$ cat src/rtl/axi_txn_scheduler.sv
// axi_txn_scheduler
//   Shares one AXI slave port between NUM_M masters, granting ownership for a
//   whole transaction (AW/W/B or AR/R) in round-robin order. VALID/READY are
//   gated to the granted master only; external address/data muxes steer on gnt.
//   A watchdog releases a transaction that sits idle for TIMEOUT cycles.
//
//   state | meaning
//   IDLE  | no owner; arbitrate among requesting masters
//   WADDR | write address handshake for owner
//   WDATA | write data burst until WLAST beat
//   WRESP | write response handshake
//   RADDR | read address handshake for owner
//   RDATA | read data burst until RLAST beat
//
// Ports:
//   clk, rst (async, active-low)
//   m_*        per-master handshakes (NUM_M bits each)
//   s_*        slave-side handshakes (1 bit each)
//   gnt        one-hot owner, busy = not IDLE, timeout_err = watchdog pulse
module axi_txn_scheduler #(
  parameter int NUM_M   = 2,
  parameter int TIMEOUT = 255,
  parameter int TO_W    = 8
) (
  input  logic             clk,
  input  logic             rst,
  input  logic [NUM_M-1:0] m_awvalid,
  input  logic [NUM_M-1:0] m_arvalid,
  input  logic [NUM_M-1:0] m_wvalid,
  input  logic [NUM_M-1:0] m_wlast,
  input  logic [NUM_M-1:0] m_bready,
  input  logic [NUM_M-1:0] m_rready,
  output logic [NUM_M-1:0] m_awready,
  output logic [NUM_M-1:0] m_arready,
  output logic [NUM_M-1:0] m_wready,
  output logic [NUM_M-1:0] m_bvalid,
  output logic [NUM_M-1:0] m_rvalid,
  output logic             s_awvalid,
  output logic             s_arvalid,
  output logic             s_wvalid,
  output logic             s_wlast,
  output logic             s_bready,
  output logic             s_rready,
  input  logic             s_awready,
  input  logic             s_arready,
  input  logic             s_wready,
  input  logic             s_bvalid,
  input  logic             s_rvalid,
  input  logic             s_rlast,
  output logic [NUM_M-1:0] gnt,
  output logic             busy,
  output logic             timeout_err
);

  localparam int IW = (NUM_M > 1) ? $clog2(NUM_M) : 1;

  typedef enum logic [2:0] {IDLE, WADDR, WDATA, WRESP, RADDR, RDATA} state_t;

  state_t           state, state_nxt;
  logic [IW-1:0]    gidx;
  logic [IW-1:0]    win;
  logic [NUM_M-1:0] mask;
  logic [NUM_M-1:0] mask_rel;
  logic [NUM_M-1:0] req;
  logic [TO_W-1:0]  cnt;
  logic             hs;
  logic             to_hit;

  assign req  = m_awvalid | m_arvalid;
  assign busy = (state != IDLE);

  // Lowest-index request wins, unless a masked (higher-priority) request
  // exists, in which case the lowest masked one wins.
  always_comb begin
    win = '0;
    for (int i = NUM_M - 1; i >= 0; i--)
      if (req[i]) win = IW'(i);
    for (int i = NUM_M - 1; i >= 0; i--)
      if (req[i] && mask[i]) win = IW'(i);
  end

  // Mask after releasing gidx: only masters above it stay in the favoured set.
  always_comb begin
    mask_rel = '0;
    for (int i = 0; i < NUM_M; i++)
      mask_rel[i] = (IW'(i) > gidx);
  end

  always_comb begin
    state_nxt   = state;
    hs          = 1'b0;
    m_awready   = '0;
    m_arready   = '0;
    m_wready    = '0;
    m_bvalid    = '0;
    m_rvalid    = '0;
    s_awvalid   = 1'b0;
    s_arvalid   = 1'b0;
    s_wvalid    = 1'b0;
    s_wlast     = 1'b0;
    s_bready    = 1'b0;
    s_rready    = 1'b0;
    case (state)
      IDLE: begin
        if (|req) state_nxt = m_awvalid[win] ? WADDR : RADDR;
      end
      WADDR: begin
        s_awvalid       = m_awvalid[gidx];
        m_awready[gidx] = s_awready;
        hs              = m_awvalid[gidx] & s_awready;
        if (hs) state_nxt = WDATA;
      end
      WDATA: begin
        s_wvalid       = m_wvalid[gidx];
        s_wlast        = m_wlast[gidx];
        m_wready[gidx] = s_wready;
        hs             = m_wvalid[gidx] & s_wready;
        if (hs && m_wlast[gidx]) state_nxt = WRESP;
      end
      WRESP: begin
        m_bvalid[gidx] = s_bvalid;
        s_bready       = m_bready[gidx];
        hs             = s_bvalid & m_bready[gidx];
        if (hs) state_nxt = IDLE;
      end
      RADDR: begin
        s_arvalid       = m_arvalid[gidx];
        m_arready[gidx] = s_arready;
        hs              = m_arvalid[gidx] & s_arready;
        if (hs) state_nxt = RDATA;
      end
      RDATA: begin
        m_rvalid[gidx] = s_rvalid;
        s_rready       = m_rready[gidx];
        hs             = s_rvalid & m_rready[gidx];
        if (hs && s_rlast) state_nxt = IDLE;
      end
      default: state_nxt = IDLE;
    endcase
    // A handshake in the expiry cycle counts as progress, so it wins.
    to_hit = (state != IDLE) && !hs && (cnt == TO_W'(TIMEOUT));
    if (to_hit) state_nxt = IDLE;
  end

  assign timeout_err = to_hit;

  always_ff @(posedge clk or negedge rst) begin
    if (!rst) begin
      state <= IDLE;
      gnt   <= '0;
      gidx  <= '0;
      mask  <= '1;
      cnt   <= '0;
    end else begin
      state <= state_nxt;
      if (state == IDLE) begin
        if (|req) begin
          gnt  <= NUM_M'(1) << win;
          gidx <= win;
        end
      end else if (state_nxt == IDLE) begin
        gnt  <= '0;
        mask <= mask_rel;
      end
      if (state == IDLE || hs || to_hit) cnt <= '0;
      else                               cnt <= cnt + 1'b1;
    end
  end

endmodule
$ cat config.mk
export PLATFORM = sky130hd
export DESIGN_NAME = axi_txn_scheduler
export DESIGN_NICKNAME = d
export VERILOG_FILES = /design/src/rtl/axi_txn_scheduler.sv
export SDC_FILE = /design/constraint.sdc
export NUM_CORES = 1
export LEC_CHECK = 0
export ABC_AREA = 1
export BUFFER_PORTS_ARGS = -buffer_cell sky130_fd_sc_hd__buf_2
export CAP_MARGIN = 20
export CORE_MARGIN = 2
export CORE_UTILIZATION = 53
export DETAILED_ROUTE_END_ITERATION = 16
export PLACE_DENSITY = 0.95
export SLEW_MARGIN = 20
export SYNTH_ARGS = -nofsm -noshare
export SYNTH_HDL_FRONTEND = slang
export SYNTH_SLANG_ARGS = --single-unit
$ cat constraint.sdc
create_clock -name clk -period 2.6 [get_ports clk]
set_input_delay 0.13 -clock clk [delete_from_list [all_inputs] [get_ports clk]]
set_output_delay 0.13 -clock clk [all_outputs]
set_load 0.1 [all_outputs]
==> results by group, run 1 <==
Synth
  – Synth cell count leaders: nand2_1 (47), inv_1 (28), nor2_1 (24)
  – FFs w/ async S/R, synth: 100%
  – Mux cell area share after synthesis: 0%
  – Synth Area in Compound Gates: 7.59%
  – Largest family of logic cells by synthesized area: simple AND/OR/NAND/NOR gates
  – Simple-gate share of the synthesized area: 43.2%
  – Mapped Avg Cell Area: 6.70 µm²
  – Post-Syn Nets: 199
  – Most frequent cell after synthesis: nand2_1
  – Syn Inst Count: 177
  – Synth Area in XOR/XNOR: 0.738%
  – Post-synth top area cell: dfrtp_1
  – Synthesis Warnings: 0
  – Synth area leaders: dfrtp_1 (30%), nand2_1 (15%), inv_1 (8.9%)
  – Yosys reg bits: 16
  – Post-synth EDFFs: 0
  – Prevailing post-synth register cell: dfrtp_1
  – Post-synthesis adder-cell area fraction: 2.11%
  – Synth top area share: 29.5%
  – Area of the mapped netlist: 1190 µm²
  – Post-synthesis sequential area ratio: 34.0%
  – Post-synth cell types: 28

GRT
  – First-pass GRT wire length: 4510 µm
  – Number of global-route vias before repair: 1074
  – GRT Overall Usage: 22.8%
  – Largest net degree at the start of global routing: 17
  – Total grt overflow: 0
  – Initial antenna violation count: 0

CTS
  – Postcts setup bufs: 0
  – Post_cts resized: 0
  – CTS Hold Bufs: 1
  – Clock Latency Late Sink: 0.28 ns
  – CTS tree: yes
  – Clk buf depth: 2
  – Clk sinks: 16
  – H-tree Lvls: 1
  – Clk pin slew, worst setup/hold paths: 0.09 ns
  – Total CTS buffers: 3
  – Root Driver: clkbuf_4

Final layout
  – Post-layout nets: 242
  – Share of post-route cells with drive strength above 1: 32.0%
  – Final Non-Filler Cells: 247
  – Diodes inserted: 0
  – Cell area after layout: 1460 µm²
  – Layout area overhead: 23.1%

Die
  – Full die area: 2630 µm²
  – Total core area: 2170 µm²
  – Die Wd: 51.3 µm
  – # IOs: 40
  – Number of core rows: 17
  – Die H: 51.3 µm
  – Initial core utilization: 54.7%

Pwr
  – Peak VDD IR: 0.758 mV
  – Static leakage: 0.838 nW
  – Pwr Density: 1170 nW/µm²

STA
  – Max Clock Skew: 0.00631 ns
  – Slew HR: 67.5%
  – Final period util: 86.5%
  – WHS: 0.245 ns
  – Fin crit period: 2.25 ns
  – Final setup fails: 0
  – Slew Viols, Final: 0
  – Fmax: 445 MHz
  – RSZ-0062 raised after global routing: no
  – Hold Fails Final Rpt: 0
  – Least-Margin Pin Slew: 0.491 ns
  – Setup TNS: 0 ns

Critical path
  – CP dominant cell by count: nor2_1
  – Endpoint class of the critical path: output pin
  – Slowest-stage cell, CP: buf_2
  – Critical path's largest stage delay: 0.42 ns
  – Critical path required time: 2.47 ns
  – Worst R2R Start: cnt[1]
  – Crit-path max FO: 5
  – Setup CP Type: reg -> out
  – Setup slack, reg-to-reg: 0.72 ns
  – FF-to-FF End: gnt[0]
  – Crit path DAT: 2.12 ns
  – Crit-path cells: ha_1 -> nand4_1 -> nor2_1 -> nand2_1 -> nor2_1 -> nand3_2 -> inv_1 -> buf_2
  – Startpoint Class: register
  – Worst Reg2Reg Path Length in Cells: 10

Route
  – First-pass DRT Iterations: 6
  – WL/cell: 11.2 µm
  – DR vias/cell: 5.11
  – Vias: 1262
  – ANT nets after route: 0
  – DRC violations left: 0
  – Starting DRT DRC Count: 32
  – Routed WL: 2780 µm

Place
  – PortBufs: 39
  – Final HPWL from detailed placement: 2250 µm
  – Routability Congestion: 0.883
  – Dpl cell area: 1420 µm²
  – Placed cells: 242

Hold path
  – Hold Path End: gnt[1]
  – Hold_sp: m_arvalid[1]
  – WHS Path Cells: 4
  – Worst hold path class: in -> reg

Outcome
  – Status: finished clean

Run
  – Max Cap Viol: 0
[where the power goes]
part           switching [mW]  internal [mW]  total, mW
clock                  0.0724         0.0594      0.132
combinational           0.911          0.269       1.18
sequential             0.0673          0.332      0.399
[through the flow]
step           setup slack (ns)  utilization (%)  power, mW
2_1_floorplan            -0.357                -       1.40
3_3_place_gp              0.772             65.6       1.54
3_5_place_dp              0.716             65.6       1.58
4_1_cts                   0.342             67.3       1.71
5_1_grt                   0.182             67.3       1.82
6_report                  0.350             67.3       1.71
[per-layer routing]
layer,up-vias,global-route usage (%),part of all wire (%)
li1,634,-,-
met5,-,0,0
met4,0,7.89,1.8
met3,6,2.92,3.5
met2,39,41.6,52
met1,583,27.4,42
[kinds of logic (layout without fill, tap and decap cells)]
group / Yosys count / count (layout)
xor gates and xnor gates: 1 / 1
and+or+nand+nor: 109 / 109
buffers and inverters: 34 / 76
DFF: 16 / 16
adders and majority gates: 2 / 2
AOI/OAI and AO/OA: 15 / 15
[worst max-delay path, delay by kind of cell (launching register included)]
| family | cells | cell delay (ns) |
|---|---|---|
| and+or+nand+nor | 5 | 0.74 |
| buffers and inverters | 2 | 0.50 |
| DFF | 1 | 0.39 |
| adders and majority gates | 1 | 0.22 |
[layout by cell type, fill, tap and decap left out, types with 3 or more instances in the layout]
master,instances
nand2_1,47
buf_2,39
inv_1,28
nor2_1,24
dfrtp_1,14
nand3_1,12
a21oi_1,8
nor3_2,7
nand2_2,4
inv_2,3
nand3_2,3
clkbuf_4,3
[state kept, by name, summed over array words and instances (netlist names)]
signal  cells
cnt         8
gidx        1
gnt         2
mask        2
state       3
[how the worst max path moves through the flow]
stage / cells past startpoint / to / from / slack, ns
after floorplan: 5 / m_wready[0] / state[2] / -0.36
after global placement: 9 / timeout_err / gidx / 0.77
after detailed placement: 8 / timeout_err / cnt[0] / 0.72
after CTS: 8 / timeout_err / cnt[0] / 0.34
after global routing: 8 / timeout_err / cnt[0] / 0.18
final: 8 / timeout_err / cnt[1] / 0.35
[final cells by class]
type / count / area [µm²]
Sequential cell: 16 / 403
Timing Repair Buffer: 41 / 213
Tap cell: 28 / 35.0
Multi-Input combinational cell: 127 / 667
Fill cell: 201 / 709
Clock buffer: 4 / 26.3
Inverter: 31 / 116
(Power assumes the default switching activity.)
==> inputs of run 2 (changes only) <==
--- a/config.mk
+++ b/config.mk
@@ -6,12 +6,13 @@
 export NUM_CORES = 1
 export LEC_CHECK = 0
 export ABC_AREA = 1
-export BUFFER_PORTS_ARGS = -buffer_cell sky130_fd_sc_hd__buf_2
+export BUFFER_PORTS_ARGS = -buffer_cell sky130_fd_sc_hd__buf_4
 export CAP_MARGIN = 20
 export CORE_MARGIN = 2
 export CORE_UTILIZATION = 53
 export DETAILED_ROUTE_END_ITERATION = 16
-export PLACE_DENSITY = 0.95
+export PLACE_DENSITY_LB_ADDON = 0.1
+export REMOVE_ABC_BUFFERS = 1
 export SLEW_MARGIN = 20
 export SYNTH_ARGS = -nofsm -noshare
 export SYNTH_HDL_FRONTEND = slang
==> run 2 against run 1 <==
- die area unchanged
- via count down 3.1%
- cell area grew 5.3%
- utilization rose by 3.6 points
- hold slack worse by 0.030 ns
- global-route usage up 0.26 points
- critical path depth decreased by 2
- flip-flop and latch count stayed put
- clock skew is 0.0045 ns lower
- maximum frequency grew 9.4%
==> results by group, run 2 (same netlist as run 1, synthesis figures left out) <==
Outcome
  – Status: finished clean

GRT
  – Largest net degree at the start of global routing: 17
  – First-pass GRT wire length: 4520 µm
  – Number of global-route vias before repair: 1157
  – Total grt overflow: 0
  – Initial antenna violation count: 0
  – GRT Overall Usage: 23.1%

CTS
  – Postcts setup bufs: 0
  – H-tree Lvls: 1
  – Root Driver: clkbuf_4
  – CTS tree: yes
  – Total CTS buffers: 3
  – Clk buf depth: 2
  – Clk sinks: 16
  – Clk pin slew, worst setup/hold paths: 0.09 ns
  – Post_cts resized: 0
  – Clock Latency Late Sink: 0.29 ns

STA
  – Hold Fails Final Rpt: 0
  – RSZ-0062 raised after global routing: no
  – Slew Viols, Final: 0
  – Setup TNS: 0 ns
  – Least-Margin Pin Slew: 0.400 ns
  – Slew HR: 73.1%
  – Final setup fails: 0
  – Fmax: 486 MHz
  – Final period util: 79.1%
  – Max Clock Skew: 0.00185 ns
  – Fin crit period: 2.06 ns

Final layout
  – Post-layout nets: 242
  – Share of post-route cells with drive strength above 1: 29.7%
  – # fillers: 198
  – Diodes inserted: 0
  – Commonest non-fill, non-tap cell in the layout: nand2_1
  – Commonest non-fill, non-tap cells in the layout: nand2_1 (47), buf_4 (40), inv_1 (28), nor2_1 (24), dfrtp_1 (14)
  – Largest register FFs: 8
  – Layout area overhead: 29.6%
  – Finished Core Util: 70.9%
  – Biggest register: cnt
  – Final Non-Filler Cells: 247
  – Largest regs: cnt (8), state (3)

Critical path
  – Worst setup startpoint: state[1]
  – Setup CP Type: reg -> out
  – Setup slack, reg-to-reg: 0.80 ns
  – FF-to-FF End: cnt[2]
  – Critical path required time: 2.47 ns
  – Worst R2R Start: state[1]
  – Startpoint Class: register
  – Crit path to: timeout_err
  – Crit-path max FO: 5
  – Crit path DAT: 1.93 ns
  – Endpoint class of the critical path: output pin
  – Worst Reg2Reg Path Length in Cells: 6

Die
  – Initial core utilization: 54.7%
  – # IOs: 40
  – Die Wd: 51.3 µm
  – Die H: 51.3 µm
  – Total core area: 2170 µm²
  – Full die area: 2630 µm²
  – Number of core rows: 17

Place
  – Routability Congestion: 0.822
  – Final HPWL from detailed placement: 2240 µm
  – Placed cells: 242
  – PortBufs: 39

Route
  – ANT nets after route: 0
  – DRC violations left: 0
  – Routed WL: 2730 µm
  – Starting DRT DRC Count: 21
  – DR vias/cell: 4.95
  – First-pass DRT Iterations: 4
  – WL/cell: 11.0 µm
  – Vias: 1223

Pwr
  – Peak VDD IR: 0.854 mV
  – Pwr Density: 1140 nW/µm²
  – Static leakage: 0.854 nW

Hold path
  – Worst hold path class: in -> async

Run
  – Max Cap Viol: 0
==> run 2: how the worst min path moves through the flow <==
stage,from,to,slack [ns]
floorplan,rst,cnt[0],-0.17
global placement,rst,cnt[5],-0.004
detailed placement,rst,cnt[3],-0.005
CTS,rst,cnt[3],0.21
global route,rst,cnt[3],0.22
finish,rst,cnt[3],0.21
==> run 2: power breakdown <==
part	total, mW	switching (mW)	internal, mW	leakage (nW)
logic	1.20	0.896	0.307	0.627
clock network	0.166	0.0802	0.0854	0.0210
registers	0.392	0.0595	0.332	0.206
==> run 2: worst max-delay path, cell delays in order, from the launching register on <==
cell and delay [ns]:
dfrtp_1 0.43, ha_1 0.29, or2_2 0.30, o21ai_2 0.08, nand3_2 0.15, inv_1 0.09, buf_4 0.28
==> run 2: repair_timing <==
item                                    in CTS  in global routing
hold buffers                                 1                  0
hold endpoints to repair                    16                  0
endpoints found under the setup margin       0                  0
==> run 2: per-layer routing <==
layer  vias up  track usage [%]  share of wire (%)  routed length (µm)
met1       547             26.0                 43                1180
met4         0             7.89                1.2                  34
met2        34             42.4                 51                1400
li1        637                -                  -                   -
met3         5             5.26                4.1                 113
met5         -                0                  0                   0
==> run 2: through the flow <==
| step | setup WS [ns] | cell area [µm²] | hold slack (ns) | total power, mW |
|---|---|---|---|---|
| 5_1_grt | 0.381 | 1540 | 0.218 | 1.90 |
| 6_report | 0.544 | 1540 | 0.215 | 1.76 |
| 4_1_cts | 0.530 | 1540 | 0.209 | 1.77 |
| 3_3_place_gp | 0.894 | 1490 | -0.00418 | 1.56 |
| 3_5_place_dp | 0.819 | 1490 | -0.00510 | 1.60 |
| 2_1_floorplan | -0.357 | 1160 | -0.166 | 1.33 |
==> run 2: layout make-up <==
class | instances | area [µm²] | share of cell area (%)
clock buffers | 4 | 36.3 | 2.36
inverters | 31 | 116 | 7.57
multi-input cells | 127 | 637 | 41.4
flip-flops and latches | 16 | 403 | 26.2
well taps | 28 | 35.0 | 2.28
repair buffers | 41 | 310 | 20.2
